$ cat src/rtl/c5315d_vector_sequencer.sv
// Vector-bank sequencer for the duplicated c5315d datapath: apply, settle, capture, stream.
// Optional MISR signature port and logic when MISR_EN is defined.
module c5315d_vector_sequencer #(
  parameter int VEC_W      = 356,
  parameter int OUT_W      = 246,
  parameter int DEPTH      = 4,
  parameter int AW         = $clog2(DEPTH),
  parameter int SETTLE_CYC = 1
) (
  input  logic             clk,
  input  logic             rst,
  input  logic             wr_en,
  input  logic [AW-1:0]    wr_addr,
  input  logic [VEC_W-1:0] wr_data,
  input  logic             start,
  input  logic [AW:0]      num_vec,
  output logic [VEC_W-1:0] dut_in,
  input  logic [OUT_W-1:0] dut_out,
  output logic             cap_valid,
  output logic [OUT_W-1:0] cap_data,
  output logic [AW-1:0]    cap_idx,
  output logic             busy,
  output logic             done
`ifdef MISR_EN
  ,
  output logic [OUT_W-1:0] signature
`endif
);

  typedef enum logic [2:0] {S_IDLE, S_APPLY, S_SETTLE, S_CAPTURE, S_DONE} state_t;

  localparam logic [7:0] SETTLE_LD = (SETTLE_CYC > 0) ? 8'(SETTLE_CYC - 1) : 8'd0;

  state_t           r_state;
  logic [VEC_W-1:0] r_mem [DEPTH];
  logic [AW-1:0]    r_idx;
  logic [AW:0]      r_count;
  logic [7:0]       r_settle;
  logic [VEC_W-1:0] r_dut_in;
  logic             r_cap_valid;
  logic [OUT_W-1:0] r_cap_data;
  logic [AW-1:0]    r_cap_idx;
  logic             r_busy;
  logic             r_done;
`ifdef MISR_EN
  logic [OUT_W-1:0] r_sig;
  assign signature = r_sig;
`endif

  logic [AW:0] w_count;
  logic        w_last;

  assign w_count = (num_vec > (AW+1)'(DEPTH)) ? (AW+1)'(DEPTH) : num_vec;
  assign w_last  = (({1'b0, r_idx} + (AW+1)'(1)) == r_count);

  assign dut_in    = r_dut_in;
  assign cap_valid = r_cap_valid;
  assign cap_data  = r_cap_data;
  assign cap_idx   = r_cap_idx;
  assign busy      = r_busy;
  assign done      = r_done;

  // Bank is deliberately unreset so preloaded vectors survive an aborted run.
  always_ff @(posedge clk) begin
    if (r_state == S_IDLE && wr_en) begin
      r_mem[wr_addr] <= wr_data;
    end
  end

  always_ff @(posedge clk) begin
    if (rst) begin
      r_state     <= S_IDLE;
      r_idx       <= '0;
      r_count     <= '0;
      r_settle    <= '0;
      r_dut_in    <= '0;
      r_cap_valid <= 1'b0;
      r_cap_data  <= '0;
      r_cap_idx   <= '0;
      r_busy      <= 1'b0;
      r_done      <= 1'b0;
`ifdef MISR_EN
      r_sig       <= '0;
`endif
    end else begin
      r_cap_valid <= 1'b0;
      r_done      <= 1'b0;
      case (r_state)
        S_IDLE: begin
          if (start) begin
            r_busy <= 1'b1;
            if (w_count == '0) begin
              r_state <= S_DONE;
            end else begin
              r_idx   <= '0;
              r_count <= w_count;
`ifdef MISR_EN
              r_sig   <= '0;
`endif
              r_state <= S_APPLY;
            end
          end
        end
        S_APPLY: begin
          r_dut_in <= r_mem[r_idx];
          r_settle <= SETTLE_LD;
          r_state  <= (SETTLE_CYC > 0) ? S_SETTLE : S_CAPTURE;
        end
        S_SETTLE: begin
          if (r_settle == 8'd0) begin
            r_state <= S_CAPTURE;
          end else begin
            r_settle <= r_settle - 8'd1;
          end
        end
        S_CAPTURE: begin
          r_cap_data  <= dut_out;
          r_cap_idx   <= r_idx;
          r_cap_valid <= 1'b1;
`ifdef MISR_EN
          r_sig       <= {r_sig[OUT_W-2:0], r_sig[OUT_W-1]} ^ dut_out;
`endif
          r_idx       <= r_idx + AW'(1);
          r_state     <= w_last ? S_DONE : S_APPLY;
        end
        S_DONE: begin
          r_done  <= 1'b1;
          r_busy  <= 1'b0;
          r_state <= S_IDLE;
        end
        default: r_state <= S_IDLE;
      endcase
    end
  end

endmodule

$ cat config.mk
export PLATFORM = sky130hd
export DESIGN_NAME = c5315d_vector_sequencer
export DESIGN_NICKNAME = d
export VERILOG_FILES = /design/src/rtl/c5315d_vector_sequencer.sv
export SDC_FILE = /design/constraint.sdc
export NUM_CORES = 2
export LEC_CHECK = 0
export CAP_MARGIN = 15
export CORE_AREA = 2 2 479 481
export DETAILED_ROUTE_END_ITERATION = 16
export DIE_AREA = 0 0 481 483
export SETUP_SLACK_MARGIN = 0.3
export SLEW_MARGIN = 5
export SYNTH_ARGS = -nofsm -noshare
export SYNTH_HDL_FRONTEND = slang
export SYNTH_SLANG_ARGS = --single-unit
$ cat constraint.sdc
create_clock -name clk -period 83.8 [get_ports clk]
set_clock_uncertainty 0.15 [all_clocks]
set_input_delay 20.95 -clock clk [delete_from_list [all_inputs] [get_ports clk]]
set_output_delay 20.95 -clock clk [all_outputs]
set_load 0.005 [all_outputs]
Yosys cells after proc, flatten, opt, wreduce, memory -nomap -nowiden. Memories as Yosys holds them, arrays and structs flattened. A register that Yosys moved wholly into a read port is not among the register bits. Cells that the tools add are included.

Mux-type cells: 17. Reductions and logical operators: 12. $add $sub $neg: 3. Equal/unequal tests: 9. $lt $le $gt $ge: 1. Bitwise gates (word level): 1.

Operators with widths (number): case mux 8 bit (2 select lines) (1); two-way mux 3 bit (5); case mux 3 bit (4 select lines) (1); zero test 8 bit (1); two-way mux 8 bit (1); inequality test 2 bit (second input constant) (4); subtractor 8 x 1 -> 8 bit (second input constant) (1); == test 3 x 2 -> 1 bit (second input constant) (2); zero test 3 bit (2); AND reduction 2 bit (3); AND reduction 3 bit (2); nonzero test 2 bit (3); two-way mux 1 bit (5); two-way mux 2 bit (2); case mux 2 bit (2 select lines) (1); adder 2 x 1 -> 3 bit (second input constant) (1); == test 3 x 1 -> 1 bit (second input constant) (1); == test 3 bit (1); == test 3 bit (second input constant) (1); greater-than comparator 3 bit (second input constant) (1); adder 2 x 1 -> 2 bit (second input constant) (1); case mux 1 bit (2 select lines) (1); logical AND 1 bit (1); inverter 1 bit (1).

Memories: 1. Input bits: 611. Memory bits (writable): 1424. Output and inout port bits: 607. Logic and storage cells: 53. Register bits after elaboration: 267.

Memories: r_mem (words 4, bits a word 356, rd ports 1, clocked after Yosys merged registers in 1, wr ports 1, RTL line 35) `logic [VEC_W-1:0] r_mem [DEPTH];`.

Logic depth before layout (Yosys ltp).
Depth after elaboration: 6. Gate-level depth with buffers: 7. Depth with buffers taken out: 5.

Least setup slack after synthesis. No wires, ideal clock.

Path type: input to register. Start: input port wr_addr[0]. End: memory r_mem[2][0] (enable). Required time: 82.060 ns. Library setup time: 1.590 ns. Path slack: 35.427 ns. Stages on the path: 1. Arrival: 46.632 ns. Buffers on the path: 0. Cells stage by stage: nor3b_1.

RTL lines: start, declared (RTL line 13) `input logic [AW-1:0] wr_addr,`; end, declared (RTL line 35).

Straight into the memory's write port.

==> metrics.csv <==
metric,value,unit
antenna_found_initial,135,
num_vias,40358,
clkTransAtPathRegs,60,ps
power_density,25.0,nW/um^2
cts_tree,done,
critPathKind,input port to register,
cts_setup_buffers,0,
cts_resized,0,
finalHoldViolations,0,
die_width,481,um
num_rows,175,
core_area,227000,sq um
synth_edf_count,1424,
ys_async_sr_fraction,0,%
ys.flop_type,edfxtp_1,
p_leak,30.2,nW
relSlewSlack,24.7,%
slew_violations,0,
dp_cells,7883,
grt_pass1_wl,312,mm
synth_cell_types,42,
arrival,25210,ps
cts-root-buf,clkbuf_16,
syn_area,71500,sq um
peakVddDrop,19.2,uV
synthCells,3848,
period_share,29.4,%
placed_area,86600,sq um
worstSetupStartpointType,input port,
boundaryPins,1218,
hpwl,158,mm
dieArea,232000,sq um
fin_nets,5700,
clock_latency,860,ps
seq_area_frac_synth,77.3,%
syn_avg_cell_area,18.6,sq um
fillers,20362,
grt_pass1_vias,41024,
gp_congestion,0.886,
ys_seq_elements,2047,
io_buffer_count,1217,
overflow,0,
fp.dieH,483,um
outcome,completed,
wl_per_cell,27.2,um
finalInstanceArea,94000,sq um
hold_path_class,register to register,
fmax,0.0407,GHz
ys_top_cells_by_count,"edfxtp_1 (1,424), dfxtp_1 (623), nand2_1 (500), a22o_1 (357), mux4_2 (356)",
required,84410,ps
fin_cells,8323,
area_growth_syn_to_layout,31.6,%
cp_max_fo,68,
synth_top_area_share,59.8,%
worstSetupEndpointType,register,
drt_iter0_drc,2734,
yosysMostFrequentCell,edfxtp_1,
grtUsageTotal,18.8,%
cts_buffers,210,
drc,0,
fin_crit,24600,ps
syn_nets,4462,
ant_nets,0,
worst-slew-pin-transition,1130,ps
rsz0062_at_grt,false,
finalSetupTns,0,ps
grt_start_max_net_pins,194,
cap_viol_max_count,0,
ys_warn_count,0,
drive_gt1_share,14.5,%
setup_viol,0,
clk_path_buf_depth,3,
drt_wl_total,226,mm
postCtsHoldBufs,0,
yosys.area.top_type,edfxtp_1,
synth.area.top_cells,"edfxtp_1 (60%), dfxtp_1 (17%), mux4_2 (11%), a22o_1 (4.4%), nand2_1 (2.6%)",
firstDrtPassIters,5,
viasPerCell,4.85,
finalCoreUtilization,41.4,%
htreeDepth,4,
cts_sinks,2047,
start_util,31.5,%
## critical path, cell delays in order
cell and delay [ps]:
buf_8 180, inv_1 420, and2_4 680, buf_4 870, buf_4 810, buf_4 800
a22o_1 270
## power by group
| part | switching (mW) | leakage (nW) | internal, mW |
|---|---|---|---|
| clock | 0.402 | 3.54 | 0.564 |
| combinational | 0.109 | 8.59 | 0.108 |
| sequential | 0.0267 | 18.0 | 1.14 |
| total | 0.537 | 30.2 | 1.82 |
## through the flow
| stage | worst slack (ps) | hold WS [ps] | total power, mW |
|---|---|---|---|
| floorplan | 35430 | 303 | 1.30 |
| global placement | 58270 | 291 | 1.41 |
| detailed placement | 58320 | 297 | 1.41 |
| CTS | 59250 | 305 | 2.38 |
| global route | 59000 | 321 | 2.43 |
| finish | 59200 | 303 | 2.35 |
## routing by layer
metal	wire length, um	track usage, %
met4	10900	8.78
met1	80100	20.1
met5	422	0
met2	115000	32.7
met3	19500	6.90
## final cells by class
| class | instances | area, sq um | share of cell area [%] |
|---|---|---|---|
| Antenna cell | 40 | 100 | 0.106 |
| Clock buffer | 300 | 6040 | 6.42 |
| Clock inverter | 100 | 1260 | 1.34 |
| Inverter | 4 | 15.0 | 0.0160 |
| Multi-Input combinational cell | 1548 | 14900 | 15.9 |
| Sequential cell | 2047 | 55200 | 58.8 |
| Tap cell | 3009 | 3760 | 4.00 |
| Timing Repair Buffer | 1275 | 12700 | 13.5 |
## cells in the final DEF (no fill, tap or decap), types with 6 or more instances in the layout
cell	instances
a211oi_1	6
clkbuf_8	36
nand3_1	10
mux4_2	356
mux2i_1	7
clkdlybuf4s50_1	1216
nand2_1	500
a22o_1	357
edfxtp_1	1424
clkbuf_1	50
a21oi_1	253
clkbuf_16	214
bufinv_16	19
diode_2	40
clkinvlp_4	12
dfxtp_1	621
clkinv_16	7
clkinv_2	33
nand3b_1	6
clkinv_4	6
buf_4	53
clkinv_1	12
## sequential cells by signal, indices dropped and copies added, names as in the netlist
| name | cells |
|---|---|
| dut_in | 356 |
| cap_valid | 1 |
| done | 1 |
| r_state | 3 |
| r_settle | 8 |
| r_mem | 1424 |
| r_idx | 2 |
| cap_data | 246 |
| r_count | 3 |
| cap_idx | 2 |
| busy | 1 |
## kinds of logic (layout without fill, tap and decap cells)
family	after synthesis	count (layout)	share of synthesized area (%)
DFF	2047	2047	77.3
AOI/OAI and AO/OA	624	624	6.28
and+or+nand+nor	553	553	3.10
muxes	364	364	11.3
buffers and inverters	253	1679	1.89
xor gates and xnor gates	4	4	0.0490
adders and majority gates	3	3	0.0525
other	0	40	0
## final timing paths
kind                start             to  slack, ps  depth (start not counted)
max                   rst    dut_in[181]      59200                          7
max reg2reg    r_state[0]  r_mem[0][217]      78480                          7
min reg2reg  cap_data[25]   cap_data[25]        300                          2
min          cap_data[25]   cap_data[25]        300                          2
No activity file was read; power rests on OpenSTA's default activity.
